File: config.mk
export PLATFORM = sky130hd
export DESIGN_NAME = iter_alu
export DESIGN_NICKNAME = d
export VERILOG_FILES = /design/src/rtl/iter_alu.sv
export SDC_FILE = /design/constraint.sdc
export NUM_CORES = 1
export LEC_CHECK = 0
export ABC_CLOCK_PERIOD_IN_PS = 3100
export BUFFER_PORTS_ARGS = -buffer_cell sky130_fd_sc_hd__buf_2
export CELL_PAD_IN_SITES_DETAIL_PLACEMENT = 1
export CELL_PAD_IN_SITES_GLOBAL_PLACEMENT = 2
export CORE_MARGIN = 2
export CORE_UTILIZATION = 34
export DETAILED_ROUTE_END_ITERATION = 10
export HOLD_SLACK_MARGIN = 0.02
export MAX_ROUTING_LAYER = met4
export PLACE_DENSITY = 0.83
export SLEW_MARGIN = 10
export SYNTH_ARGS = -nofsm -noshare
export SYNTH_HDL_FRONTEND = slang
export SYNTH_SLANG_ARGS = --single-unit
File: constraint.sdc
create_clock -name clk -period 3.1 [get_ports clk]
set_clock_uncertainty 0.05 [all_clocks]
set_input_delay 0.31 -clock clk [delete_from_list [all_inputs] [get_ports clk]]
set_output_delay 0.31 -clock clk [all_outputs]
set_load 0.05 [all_outputs]
File: src/rtl/iter_alu.sv
// Iterative 32-bit ALU: single-cycle logic/arith ops, one-bit-per-cycle shifts,
// valid/ready handshake on both sides with synchronous flush.
module iter_alu (
    input  logic        clk,
    input  logic        rst_n,
    input  logic        flush,
    input  logic        in_valid,
    output logic        in_ready,
    input  logic [3:0]  ALUControl,
    input  logic [31:0] SrcA,
    input  logic [31:0] SrcB,
    output logic        out_valid,
    input  logic        out_ready,
    output logic [31:0] ALUResult,
    output logic        Zero,
    output logic        busy
);

    typedef enum logic [3:0] {
        OP_ADD  = 4'b0000,
        OP_SUB  = 4'b0001,
        OP_AND  = 4'b0010,
        OP_OR   = 4'b0011,
        OP_XOR  = 4'b0100,
        OP_SLL  = 4'b0101,
        OP_SRL  = 4'b0110,
        OP_SRA  = 4'b0111,
        OP_SLT  = 4'b1000,
        OP_SLTU = 4'b1001
    } op_e;

    typedef enum logic [1:0] {IDLE, SHIFT, DONE} state_e;

    state_e      state, state_next;
    logic [31:0] work;
    logic [31:0] result;
    logic [31:0] alu_val;
    logic [31:0] shift_one;
    logic [4:0]  cnt;
    logic [1:0]  shift_op;
    logic        is_shift;
    logic        accept;

    assign is_shift = (ALUControl == OP_SLL) || (ALUControl == OP_SRL) || (ALUControl == OP_SRA);
    assign accept   = (state == IDLE) && in_valid;

    // NOTE: every always_comb output gets a default first, otherwise an unlisted
    // case branch keeps the old value and synthesis infers a latch.
    always_comb begin
        alu_val = '0;
        case (ALUControl)
            OP_ADD:  alu_val = SrcA + SrcB;
            OP_SUB:  alu_val = SrcA - SrcB;
            OP_AND:  alu_val = SrcA & SrcB;
            OP_OR:   alu_val = SrcA | SrcB;
            OP_XOR:  alu_val = SrcA ^ SrcB;
            OP_SLL, OP_SRL, OP_SRA: alu_val = SrcA;  // only used when shamt == 0
            OP_SLT:  alu_val = {31'b0, $signed(SrcA) < $signed(SrcB)};
            OP_SLTU: alu_val = {31'b0, SrcA < SrcB};
            default: alu_val = '0;
        endcase
    end

    // shift_op holds the low opcode bits: 01 sll, 10 srl, 11 sra
    always_comb begin
        shift_one = work;
        case (shift_op)
            2'b01:   shift_one = {work[30:0], 1'b0};
            2'b10:   shift_one = {1'b0, work[31:1]};
            2'b11:   shift_one = {work[31], work[31:1]};
            default: shift_one = work;
        endcase
    end

    // NOTE: sequential state uses non-blocking assignments so every register
    // samples pre-edge values regardless of statement order.
    always_ff @(posedge clk) begin
        if (!rst_n) state <= IDLE;
        else        state <= state_next;
    end

    always_comb begin
        state_next = state;
        case (state)
            IDLE:  if (in_valid) state_next = (is_shift && SrcB[4:0] != 5'd0) ? SHIFT : DONE;
            SHIFT: if (cnt == 5'd1) state_next = DONE;
            DONE:  if (out_ready) state_next = IDLE;
            default: state_next = IDLE;
        endcase
        if (flush) state_next = IDLE;
    end

    always_comb begin
        in_ready  = rst_n && (state == IDLE);
        out_valid = (state == DONE);
        busy      = (state != IDLE);
        ALUResult = result;
        Zero      = (result == 32'h0);
    end

    // result is written only when the final value is known, so Zero never
    // reflects a partially shifted operand.
    always_ff @(posedge clk) begin
        if (!rst_n) begin
            work     <= '0;
            result   <= '0;
            cnt      <= '0;
            shift_op <= '0;
        end else if (flush) begin
            cnt <= '0;
        end else begin
            case (state)
                IDLE: if (accept) begin
                    work     <= SrcA;
                    cnt      <= SrcB[4:0];
                    shift_op <= ALUControl[1:0];
                    if (!(is_shift && SrcB[4:0] != 5'd0)) result <= alu_val;
                end
                SHIFT: begin
                    work <= shift_one;
                    cnt  <= cnt - 5'd1;
                    if (cnt == 5'd1) result <= shift_one;
                end
                default: ;
            endcase
        end
    end

endmodule

# Word-level counts from Yosys, hierarchy flattened
# Cells that the tools add are included.
# classes
add_sub_neg	3
magnitude_cmp	2
eq_ne	20
mux	15
n_bitwise	5
n_reduce_logical	18
# ops
operator	n
case mux 32 bit (8 select lines)	1
two-way mux 32 bit	4
case mux 32 bit (2 select lines)	2
case mux 32 bit (3 select lines)	1
< comparator 32 bit	2
adder 32 bit	1
AND 32 bit	1
zero test 32 bit	1
bitwise OR 32 bit	1
subtractor 32 bit	1
XOR 32 bit	1
equality test 4 x 3 -> 1 bit (second input constant)	4
case mux 5 bit (2 select lines)	1
AND reduction 3 bit	3
equality test 4 x 2 -> 1 bit (second input constant)	2
equality test 4 bit (second input constant)	2
two-way mux 2 bit	4
!= test 2 bit (second input constant)	4
equality test 2 bit (second input constant)	3
case mux 2 bit (3 select lines)	1
equality test 5 x 1 -> 1 bit (second input constant)	1
two-way mux 5 bit	1
AND reduction 5 bit	1
nonzero test 5 bit	1
13 further kinds	19
# totals
reg_bits	73
inputBits	73
out_inout_bits	36

# Depth between registers and ports, before layout
# Gate-level depths: netlist (run 1).
# logic_depth
word_depth	7
mapped_depth	12

# Worst setup path after synthesis (run 1)
# No wires, ideal clock.
# synth_path
path_kind	input port to flip-flop
startpoint	in SrcA[0]
endpoint	reg result[18], in the netlist ALUResult[18]
setup_time_ps	118
arrival_time_ps	2683
required_ps	2932
setup_slack_ps	248
cell_stages	12
path_buffers	0
cell_sequence	inv_1 -> ha_1 -> fa_1 -> nor3_1 -> o311ai_1 -> a21oi_1 -> a211oi_1 -> a2111oi_2 -> o41ai_1 -> a221o_1 -> a21oi_1 -> o21ai_1
# synth_between
elab_chain_cells	5
# synth_lines
item	line_no	rtl
start, declared	10	input logic [31:0] SrcA,
subtractor 32 bit / adder 32 bit (equally long branches)	53, 52	
case mux 32 bit (8 select lines) *	51	case (ALUControl)
two-way mux 32 bit *	117	if (!(is_shift && SrcB[4:0] != 5'd0)) result <= alu_val;
two-way mux 32 bit *	113	IDLE: if (accept) begin
case mux 32 bit (2 select lines) *	112	case (state)
end signal, assigned	117	
end signal, assigned	122	if (cnt == 5'd1) result <= shift_one;
end, declared	36	logic [31:0] result;
# Every way passes the cells marked *; elsewhere a longest branch is shown, timed or not. The select of a mux whose other input is x is not followed.
# A chain may end at the register's enable or synchronous reset.

# Final worst setup path (run 1)
# layout_path
startpoint	in SrcA[22]
endpoint	reg result[0], in the netlist ALUResult[0]
# layout_between
elab_chain_cells	5
# layout_lines
item	line_no
< comparator 32 bit, on equally long branches	59, 58
case mux 32 bit (8 select lines) *	51
two-way mux 32 bit *	117
two-way mux 32 bit *	113
case mux 32 bit (2 select lines) *	112
# Marks and branches as above.

==> results of run 1 <==
==> registers in the layout (all words and copies together), names as in the netlist <==
name	cells
ALUResult	32
cnt	5
shift_op	2
state	2
work	32
==> synthesized netlist by cell type (5+ instances only) <==
library cell	instances	area (sq um)
a2111oi_0	5	43.79
a211oi_1	14	105.1
a21o_1	14	105.1
a21oi_1	170	850.8
a221o_1	12	120.1
a221oi_1	20	175.2
a222oi_1	10	100.1
a22oi_1	11	82.58
a31oi_1	9	56.30
and2_1	7	43.79
and3_1	10	62.56
buf_1	15	56.30
buf_2	19	95.09
clkbuf_1	59	221.5
dfxtp_1	73	1461
ha_1	115	1439
inv_1	101	379.1
mux2_2	6	67.56
mux2i_1	34	340.3
nand2_1	70	262.8
nand2b_1	17	106.4
nand3_1	21	105.1
nand4_1	6	37.54
nor2_1	144	540.5
nor2b_1	16	100.1
nor3_1	31	155.2
nor3b_1	6	45.04
nor4_1	14	87.58
o211ai_1	18	135.1
o21a_1	10	75.07
o21ai_0	108	540.5
o21bai_1	5	37.54
o221ai_1	12	105.1
o22ai_1	10	62.56
o31ai_1	18	135.1
o41ai_1	5	43.79
or3_1	8	50.05
xnor2_1	9	78.83
xor2_1	7	61.31
==> logic make-up (layout without fill, tap and decap cells) <==
kind of cell             count (synthesis)  after routing  synth area share [%]
AO/OA/AOI/OAI                          508            508                 35.78
XOR/XNOR                                16             16                 1.485
adder cells (fa/ha/maj)                117            117                 15.67
buffers and inverters                  197            467                 8.166
flip-flops                              73             73                 15.48
multiplexers                            41             41                 4.481
other                                    0              1                     0
AND/OR/NAND/NOR                        372            372                 18.93
==> per-layer routing <==
layer,routed length [um],up-vias,global-route usage (%)
met2,19690,362,47.61
met4,758,0,7.284
met5,0,-,-
met3,3266,46,5.529
li1,-,5373,-
met1,20820,5639,43.47
==> worst register-to-register path, stage by stage, from the launching register on <==
cell and delay [ns]:
dfxtp_1 0.30, o21bai_2 0.28, or2_2 0.33, nor2_1 0.14, o21a_2 0.18, mux2_4 0.31, a221oi_2 0.25, or4b_1 0.50
nand4_1 0.12, a31oi_1 0.08
==> through the flow <==
step	cells	hold slack [ns]	TNS [ns]
after floorplan	1324	0.3910	0
after global placement	1952	0.4055	-2.148
after detailed placement	1952	0.4226	-3.733
after CTS	1966	0.2311	0
after global routing	1967	0.2759	0
final	1967	0.2335	0
==> power breakdown <==
part           total [mW]  internal [mW]  leakage (nW)  switching [mW]
Sequential           1.09           1.00         0.599          0.0822
Combinational        1.98          0.794          4.85            1.19
Clock               0.969          0.530         0.124           0.440
Total                4.04           2.33          5.57            1.71
==> area by class of cell <==
| cell class | count | area (sq um) |
|---|---|---|
| flip-flops and latches | 73 | 1464 |
| clock buffers | 10 | 229.0 |
| fillers | 3487 | 14860 |
| multi-input cells | 1054 | 7318 |
| diodes | 1 | 2.502 |
| inverters | 103 | 386.6 |
| clock inverters | 4 | 22.52 |
| repair buffers | 350 | 2357 |
| well taps | 372 | 465.4 |
==> worst min path at each step <==
stage              start  endpoint  slack, ns  cells after the start
2_1_floorplan     cnt[1]    cnt[1]       0.39                      2
3_3_place_gp      cnt[1]    cnt[1]       0.41                      2
3_5_place_dp      cnt[1]    cnt[1]       0.42                      2
4_1_cts        out_ready  state[0]       0.23                      3
5_1_grt        out_ready  state[0]       0.28                      3
6_report       out_ready  state[0]       0.23                      3
==> timing repair <==
item / CTS / global route
buffers inserted: 0 / 0
resized for setup: 2 / 14
setup endpoints to repair: 2 / 13
cloned: 0 / 0
pin swaps: 0 / 2
==> metrics.md, run 1 <==
| Metric | Value |
|---|---|
| Layout cells sized above 1 | `around 26%` |
| Kind of critical path | `primary input to flop` |
| Largest net degree at the start of global routing | `54` |
| Initial core utilization | `between 30% and 40%` |
| Placer congestion estimate | `approximately 0.96` |
| Clock Tree Buf Depth | `2` |
| # IOs | `about 110` |
| Syn Area/Cell | `between 7 and 8 sq um` |
| Row count | `60` |
| Grt total ovfl | `0` |
| Post-synth EDFFs | `0` |
| CTS Hold Buffers Added | `0` |
| F_max | `0.3330 GHz` |
| Crit path largest cell delay | `approximately 0.49 ns` |
| Port bufs | `roughly 110` |
| Die Y | `170.6 um` |
| Flops & latches, synth | `73` |
| Critical Path Source | `SrcA[22]` |
| Die Wd | `170.6 um` |
| CP delay by family, top | `compound AO/OA/AOI/OAI gates` |
| Critical Path Source Type | `primary input` |
| Final instance area | `around 12000 sq um` |
| Worst Setup EP | `ALUResult[0]` |
| Clock transition at path regs | `about 0.060 ns` |
| WL/cell | `between 20 and 25 um` |
| Initial drt markers | `950` |
| Final WL | `roughly 45000 um` |
| Placed inst area | `about 12000 sq um` |
| RSZ-0062 raised after global routing | `false` |
| Pwr/cell area | `around 330 nW/um^2` |
| Worst min-delay path class | `primary input to flop` |
| Tcrit/Tclk final | `96.86%` |
| Fin nets | `~1800` |
| Drt drc | `0` |
| R2R Path Start | `state[1]` |
| Max-slew headroom | `about 56%` |
| Final min period | `between 3 and 4 ns` |
| Layout Area Growth over Synthesis | `29.75%` |
| Final Hold Vio Count | `0` |
| Core ar. | `27100 sq um` |
| Final Power | `4.038 mW` |
| Syn_nets | `1514` |
| Die footprint | `29110 sq um` |
| Total of warnings raised by yosys | `0` |
| Setup Viol. Count Final | `0` |
| # clock sinks | `between 70 and 80` |
| Total global-route track usage | `about a third` |
| DP Wirelength | `roughly 36000 um` |
| Final Core Density | `between 40% and 50%` |
| Reg-to-reg setup timing slack | `approximately 0.44 ns` |
| WP buf/inv | `2` |
| Total CTS buffers | `9` |
| Most frequent cells in the layout | `buf_4 (242), a21oi_1 (169), nor2_1 (143)` |
| DR vias | `around 11000` |
| Via density | `~5.8` |
| CTS tree | `yes` |
| H-tree depth | `3` |
| Worst slack at placement | `-0.3642 ns` |
| Initial antenna violation count | `1` |
| Critical Path, Cell by Cell | `buf_2 -> inv_1 -> ha_2 -> or3_1 -> or4_1 -> o21ai_0 -> a21bo_2 -> o31ai_1 -> nand2b_1 -> a41o_1 -> a22o_1` |
| Max_cap viols | `0` |
| Primary FF master, synth | `dfxtp_1` |
| Status | `complete, no violations` |
| Mapped cell area | `9438 sq um` |
| WP data arrival | `~3.2 ns` |
| CP max FO | `8` |
| Critical path capture point type | `flop` |
| Pre-antenna DRT Iters | `7` |
| Worst path slowest cell | `or4_1` |
| Slew Viols, Final | `0` |
| Required time of the worst setup path | `around 3.3 ns` |
| Most common cell after layout, fill and taps aside | `buf_4` |
| Skew-Pair Late Insertion Delay | `0.35 ns` |
| Worst R2R End | `ALUResult[31]` |
| Reg2reg path depth | `9` |
| Post-route setup slack | `around 0.097 ns` |
| Cell variety after synth | `93` |
| Vias in the first global route | `~12000` |
| Asr flop ratio synth | `0%` |
| Seq/Total Area, Yosys | `roughly 15%` |
| Peak supply drop | `between 0.15 and 0.2 mV` |
| First-pass GRT wire length | `roughly 68000 um` |
| Antenna viol nets, final | `0` |
| Least-Margin Pin Slew | `~0.65 ns` |
| Stages on worst setup path | `11` |
| Cell leakage power | `around 5.6 nW` |
| Post-Syn Instances | `about 1300` |
| Root Driver | `clkbuf_16` |
Power figures use the tool's default switching activity.
==> inputs of run 2 (changes only) <==
ABC_AREA = 1   (was unset)
CORE_UTILIZATION = 32   (was 34)
PLACE_DENSITY = 0.85   (was 0.83)
RECOVER_POWER = 50   (was unset)
==> run 2 against run 1 <==
Against the previous run:
- sequential share of layout area rose by 0.55 points
- synthesized cell count increased by 39%
- total power shrank 1.6%
- design area shrank 4.6%
- combinational power is 8% lower
- sequential power is essentially flat
- critical endpoint is now ALUResult[19]
- largest power group unchanged
==> metrics.md, run 2 <==
| Metric | Value |
|---|---|
| Status | `complete, no violations` |
| WP data arrival | `2.89 ns` |
| H-tree depth | `3` |
| Total global-route track usage | `between 20% and 30%` |
| Die footprint | `around 34000 sq um` |
| Post-Synth Adder-Cell Area | `roughly 14%` |
| CTS Hold Buffers Added | `0` |
| Cell with the most instances after synthesis | `nand2_1` |
| Layout Area Growth over Synthesis | `12.18%` |
| Leading area contributor after synthesis | `nand2_1` |
| Skew-Pair Late Insertion Delay | `between 0.3 and 0.4 ns` |
| Antenna viol nets, final | `0` |
| Cell leakage power | `6.147 nW` |
| Hold depth | `4` |
| Final instance area | `around 12000 sq um` |
| Asr flop ratio synth | `0%` |
| Core ar. | `32290 sq um` |
| # clock sinks | `73` |
| Final Hold Vio Count | `0` |
| Least-Margin Pin Slew | `~1.2 ns` |
| Finished Layout Cells | `between 2000 and 2500` |
| Placed inst area | `11440 sq um` |
| Final min period | `roughly 2.7 ns` |
| Kind of critical path | `flop to flop` |
| Placer congestion estimate | `approximately 1` |
| Post-synthesis mux area share | `0%` |
| Largest net degree at the start of global routing | `67` |
| Root Driver | `clkbuf_16` |
| Area share of the largest cell type after synthesis | `between 10% and 20%` |
| Mapped cell area | `~10000 sq um` |
| Max-slew headroom | `21.94%` |
| CTS tree | `yes` |
| Die Wd | `184.4 um` |
| Clock transition at path regs | `~0.07 ns` |
| Layout cells sized above 1 | `under 10%` |
| Grt total ovfl | `0` |
| Most common cell after layout, fill and taps aside | `nand2_1` |
| Compound-Gate Fraction of Synth Area | `between 20% and 30%` |
| Drt drc | `0` |
| Post-CTS Resized | `0` |
| Post-Synth XOR/XNOR Area | `less than 1%` |
| Syn Area/Cell | `~5.6 sq um` |
| Hold_ws | `approximately 0.23 ns` |
| Required time of the worst setup path | `~3.3 ns` |
| Post-CTS setup buffers | `0` |
| Critical Path Source Type | `flop` |
| Via density | `5.406` |
| Post-synth EDFFs | `0` |
| Final Power | `3.974 mW` |
| Seq/Total Area, Yosys | `between 10% and 20%` |
| Reg2reg path depth | `11` |
| Main combinational cell family by area after synthesis | `simple AND/OR/NAND/NOR gates` |
| DR vias | `between 10000 and 15000` |
| WL/cell | `approximately 21 um` |
| Initial drt markers | `853` |
| Crit path largest cell delay | `roughly 0.59 ns` |
| Initial core utilization | `approximately a third` |
| Total of warnings raised by yosys | `0` |
| Critical path capture point type | `flop` |
| Flops & latches, synth | `73` |
| F_max | `between 0.3 and 0.4 GHz` |
| Area contributors post-synth | `nand2_1 (18%), dfxtp_1 (14%), ha_1 (14%)` |
| First-pass GRT wire length | `about 75000 um` |
| Vias in the first global route | `roughly 13000` |
| Total CTS buffers | `9` |
| Pre-antenna DRT Iters | `5` |
| Placed Instances | `2350` |
| Primary FF master, synth | `dfxtp_1` |
| Most frequent cells in the layout | `nand2_1 (503), inv_1 (334), nor2_1 (143)` |
| # IOs | `roughly 110` |
| Simple-gate share of the synthesized area | `33.93%` |
| Pwr/cell area | `approximately 340 nW/um^2` |
| Clock Tree Buf Depth | `2` |
| Fin nets | `approximately 2100` |
| Antenna cells | `0` |
| DP Wirelength | `between 30000 and 40000 um` |
| Worst min-delay path class | `primary input to flop` |
| Slew Viols, Final | `0` |
| Peak supply drop | `around 0.29 mV` |
| Die Y | `~180 um` |
| Cell variety after synth | `44` |
| RSZ-0062 raised after global routing | `false` |
| Setup Viol. Count Final | `0` |
| Max_cap viols | `0` |
| Row count | `between 60 and 70` |
| Port bufs | `around 110` |
| Fin Setup TNS | `0 ns` |
| Post-Syn Instances | `about 1800` |
| Tcrit/Tclk final | `86.11%` |
| Final WL | `approximately 49000 um` |
| Syn_nets | `just over 2000` |
| Worst path slowest cell | `inv_2` |
| Initial antenna violation count | `0` |
| Post-synth top cells | `nand2_1 (503), inv_1 (331), nor2_1 (143)` |
| CP max FO | `between 40 and 50` |
| Critical Path, Cell by Cell | `nor2_1 -> inv_1 -> nor2_2 -> inv_1 -> nand2_4 -> nand2_4 -> clkinv_2 -> nand3_4 -> inv_2 -> o21ai_1 -> a21oi_1` |
run 2: changes by cell type after synthesis, sizes merged, moves of 29 or more:
| cell | before | now |
|---|---|---|
| a21oi | 171 | 142 |
| inv | 103 | 345 |
| mux2i | 34 | 0 |
| nand2 | 70 | 507 |
| nand3 | 21 | 137 |
| o22ai | 10 | 42 |
run 2: path summary, 6_finish.rpt:
check,startpoint,endpoint,slack (ns)
min reg2reg,ALUResult[1],ALUResult[1],0.45
max,state[1],ALUResult[19],0.43
min,flush,cnt[0],0.23
max reg2reg,state[1],ALUResult[19],0.43
run 2: metal layers:
layer / vias to the layer above / GRT usage (%) / share of wire (%)
met4: 0 / 14.88 / 5.7
met3: 118 / 2.549 / 3.4
met2: 325 / 49.71 / 47
li1: 6131 / - / -
met5: - / - / 0
met1: 6216 / 35.65 / 44
run 2: cell type report:
cell class,count,area (sq um)
fill,4435,20600
timing repair buffer,139,764.5
sequential,73,1461
clock inverter,6,66.31
clock buffer,10,229.0
inverter,348,1308
multi-input combinational,1348,7305
tap,442,553.0
run 2: where the power goes:
group	switching [mW]	internal (mW)	leakage, nW
Clock	0.450	0.627	0.147
Combinational	1.32	0.504	5.40
Sequential	0.0613	1.01	0.600
run 2: kinds of logic (layout without fill, tap and decap cells):
kind of cell | Yosys count | count (layout)
AOI/OAI and AO/OA | 383 | 383
xor gates and xnor gates | 1 | 1
adders and majority gates | 117 | 117
buffers and inverters | 423 | 503
DFF | 73 | 73
and+or+nand+nor | 847 | 847
run 2: worst max-delay path: cells and delay by family (launching register included):
kind / cells / cell delay, ns
buffers and inverters: 4 / 1.05
AND/OR/NAND/NOR: 5 / 0.81
flip-flops: 1 / 0.32
AO/OA/AOI/OAI: 2 / 0.34
run 2: per-stage QoR:
step | setup WS (ns) | util, %
detailed placement | 0.2332 | 35.45
global route | 0.1407 | 36.19
CTS | 0.3930 | 36.36
floorplan | 0.1619 | -
global placement | 0.2487 | 35.45
finish | 0.4305 | 36.19
==> inputs of run 3 (changes only) <==
ABC_CLOCK_PERIOD_IN_PS = 2190   (was 3100)
CORE_UTILIZATION = 29   (was 32)
PLACE_DENSITY = 0.82   (was 0.85)
clock period = 2.19 ns   (was 3.1 ns; I/O delays follow)
==> run 3 against run 2 <==
Against the previous run:
- sequential power up 42%
- cell count up 11%
- non-clock buffer count up 253
- via count up 6.8%
- design area up 18%
- hold slack worse by 0.097 ns
- register-to-register slack worse by 0.28 ns
==> metrics.md, run 3 (same netlist as run 2, synthesis figures left out) <==
| Metric | Value |
|---|---|
| Status | `complete, no violations` |
| WL/cell | `slightly below 20 um` |
| Die Wd | `between 150 and 200 um` |
| Post-CTS Resized | `3` |
| Final WL | `51930 um` |
| # IOs | `109` |
| Met3 wire len | `1769 um` |
| Total global-route track usage | `between 20% and 30%` |
| Final Core Density | `approximately 40%` |
| Pre-antenna DRT Iters | `5` |
| Worst min-delay path class | `primary input to flop` |
| Max_cap viols | `0` |
| Pwr/cell area | `450.6 nW/um^2` |
| Final min period | `2.098 ns` |
| Vias in the first global route | `between 10000 and 15000` |
| Critical Path Source Type | `primary input` |
| Largest net degree at the start of global routing | `61` |
| Core ar. | `around 35000 sq um` |
| Most frequent cells in the layout | `nand2_1 (499), inv_1 (330), buf_4 (275)` |
| Root Driver | `clkbuf_16` |
| Placed Instances | `2622` |
| RSZ-0062 raised after global routing | `true` |
| Placer congestion estimate | `roughly 0.95` |
| Kind of critical path | `primary input to flop` |
| Via density | `around 5.2` |
| Initial antenna violation count | `0` |
| Finished Layout Cells | `around 2600` |
| Worst path slowest cell | `fa_1` |
| Row count | `69` |
| Layout Area Growth over Synthesis | `32.77%` |
| Required time of the worst setup path | `roughly 2.4 ns` |
| CP max FO | `4` |
| Total CTS buffers | `9` |
| Met1 wire length | `between 20000 and 25000 um` |
| Drt drc | `0` |
| Most common cell after layout, fill and taps aside | `nand2_1` |
| Critical Path, Cell by Cell | `buf_2 -> inv_1 -> ha_1 -> fa_1 -> inv_1 -> nand2_1 -> nand3_2 -> nand2_1 -> nand2_2 -> nand2_1 -> nand3_1 -> nand2_1 -> nand3_1 -> nand3_1 -> nand2_1 -> nand2_1 -> a21oi_1` |
| Port bufs | `108` |
| Peak supply drop | `around 0.40 mV` |
| Initial drt markers | `roughly 750` |
| Hold_ws | `approximately 0.13 ns` |
| Die Y | `193.5 um` |
| Most used cell along the critical path | `nand2_1` |
| Post-CTS setup buffers | `0` |
| CP delay by family, top | `simple AND/OR/NAND/NOR gates` |
| Critical path capture point type | `flop` |
| Least-Margin Pin Slew | `0.6487 ns` |
| Setup Viol. Count Final | `0` |
| CTS Hold Buffers Added | `0` |
| Final Hold Vio Count | `0` |
| First-pass GRT wire length | `around 79000 um` |
| Grt total ovfl | `0` |
| DR vias | `roughly 14000` |
| Routed wl met2 | `~25000 um` |
| Clock Tree Buf Depth | `2` |
| # clock sinks | `73` |
| CTS tree | `yes` |
| Fin Setup TNS | `0 ns` |
| Cell leakage power | `approximately 7.4 nW` |
| Slew Viols, Final | `0` |
| Antenna cells | `0` |
| WP buf/inv | `3` |
| DP Wirelength | `~43000 um` |
| H-tree depth | `3` |
| Fillers | `just under 5000` |
| Die footprint | `~37000 sq um` |
| Crit path largest cell delay | `approximately 0.38 ns` |
| F_max | `between 0.4 and 0.5 GHz` |
| Final instance area | `between 10000 and 15000 sq um` |
| Initial core utilization | `29.36%` |
| Fin nets | `between 2000 and 2500` |
| Layout cells sized above 1 | `between 20% and 30%` |
| WP data arrival | `between 2 and 2.5 ns` |
| DR top layer | `met4` |
| Skew-Pair Late Insertion Delay | `approximately 0.35 ns` |
| Tcrit/Tclk final | `roughly 96%` |
| Max-slew headroom | `between 50% and 60%` |
| Antenna viol nets, final | `0` |
| Clock transition at path regs | `around 0.06 ns` |
| Placed inst area | `between 10000 and 15000 sq um` |
## run 3: cell count changes in the layout (fill, tap and decap cells not counted), sizes merged
cell	delta
buf	+254
clkinv	-4
clkbuf	+2
clkinvlp	+1
inv	-1
## run 3: final cells by class
type / instances / area [sq um] / area share (%)
tap: 461 / 576.8 / 4.170
clock inverter: 2 / 37.54 / 0.2714
multi-input combinational: 1348 / 7431 / 53.73
sequential: 73 / 1461 / 10.57
timing repair buffer: 392 / 2756 / 19.93
inverter: 348 / 1308 / 9.454
clock buffer: 13 / 260.3 / 1.882
## run 3: report_power, final
part	internal, mW	leakage (nW)	total (mW)	switching, mW
logic	1.14	6.65	3.15	2.00
clock network	0.941	0.142	1.56	0.623
registers	1.43	0.600	1.52	0.0898
total	3.52	7.39	6.23	2.72
## run 3: worst paths after layout
path             from           end  slack (ns)  depth (start not counted)
max           SrcA[0]  ALUResult[0]        0.09                         17
min             flush        cnt[0]        0.13                          4
max reg2reg  state[1]      work[11]        0.15                          9
min reg2reg    cnt[4]        cnt[4]        0.45                          2
## run 3: worst min-delay path, stage by stage
cell and delay, ns:
buf_2 0.10, nor2_1 0.05, o21ai_0 0.07, a31oi_1 0.04
## run 3: routing by layer
layer	GRT usage (%)	up-vias
met5	-	-
met3	2.580	107
li1	-	6645
met2	47.92	340
met4	13.32	0
met1	32.58	6564
## run 3: per-stage QoR
| stage | power, mW | setup WS [ns] |
|---|---|---|
| 3_3_place_gp | 4.565 | -0.2746 |
| 4_1_cts | 6.224 | 0.008954 |
| 2_1_floorplan | 3.185 | 0.1685 |
| 5_1_grt | 6.585 | -0.07596 |
| 3_5_place_dp | 4.635 | -0.3444 |
| 6_report | 6.232 | 0.09180 |
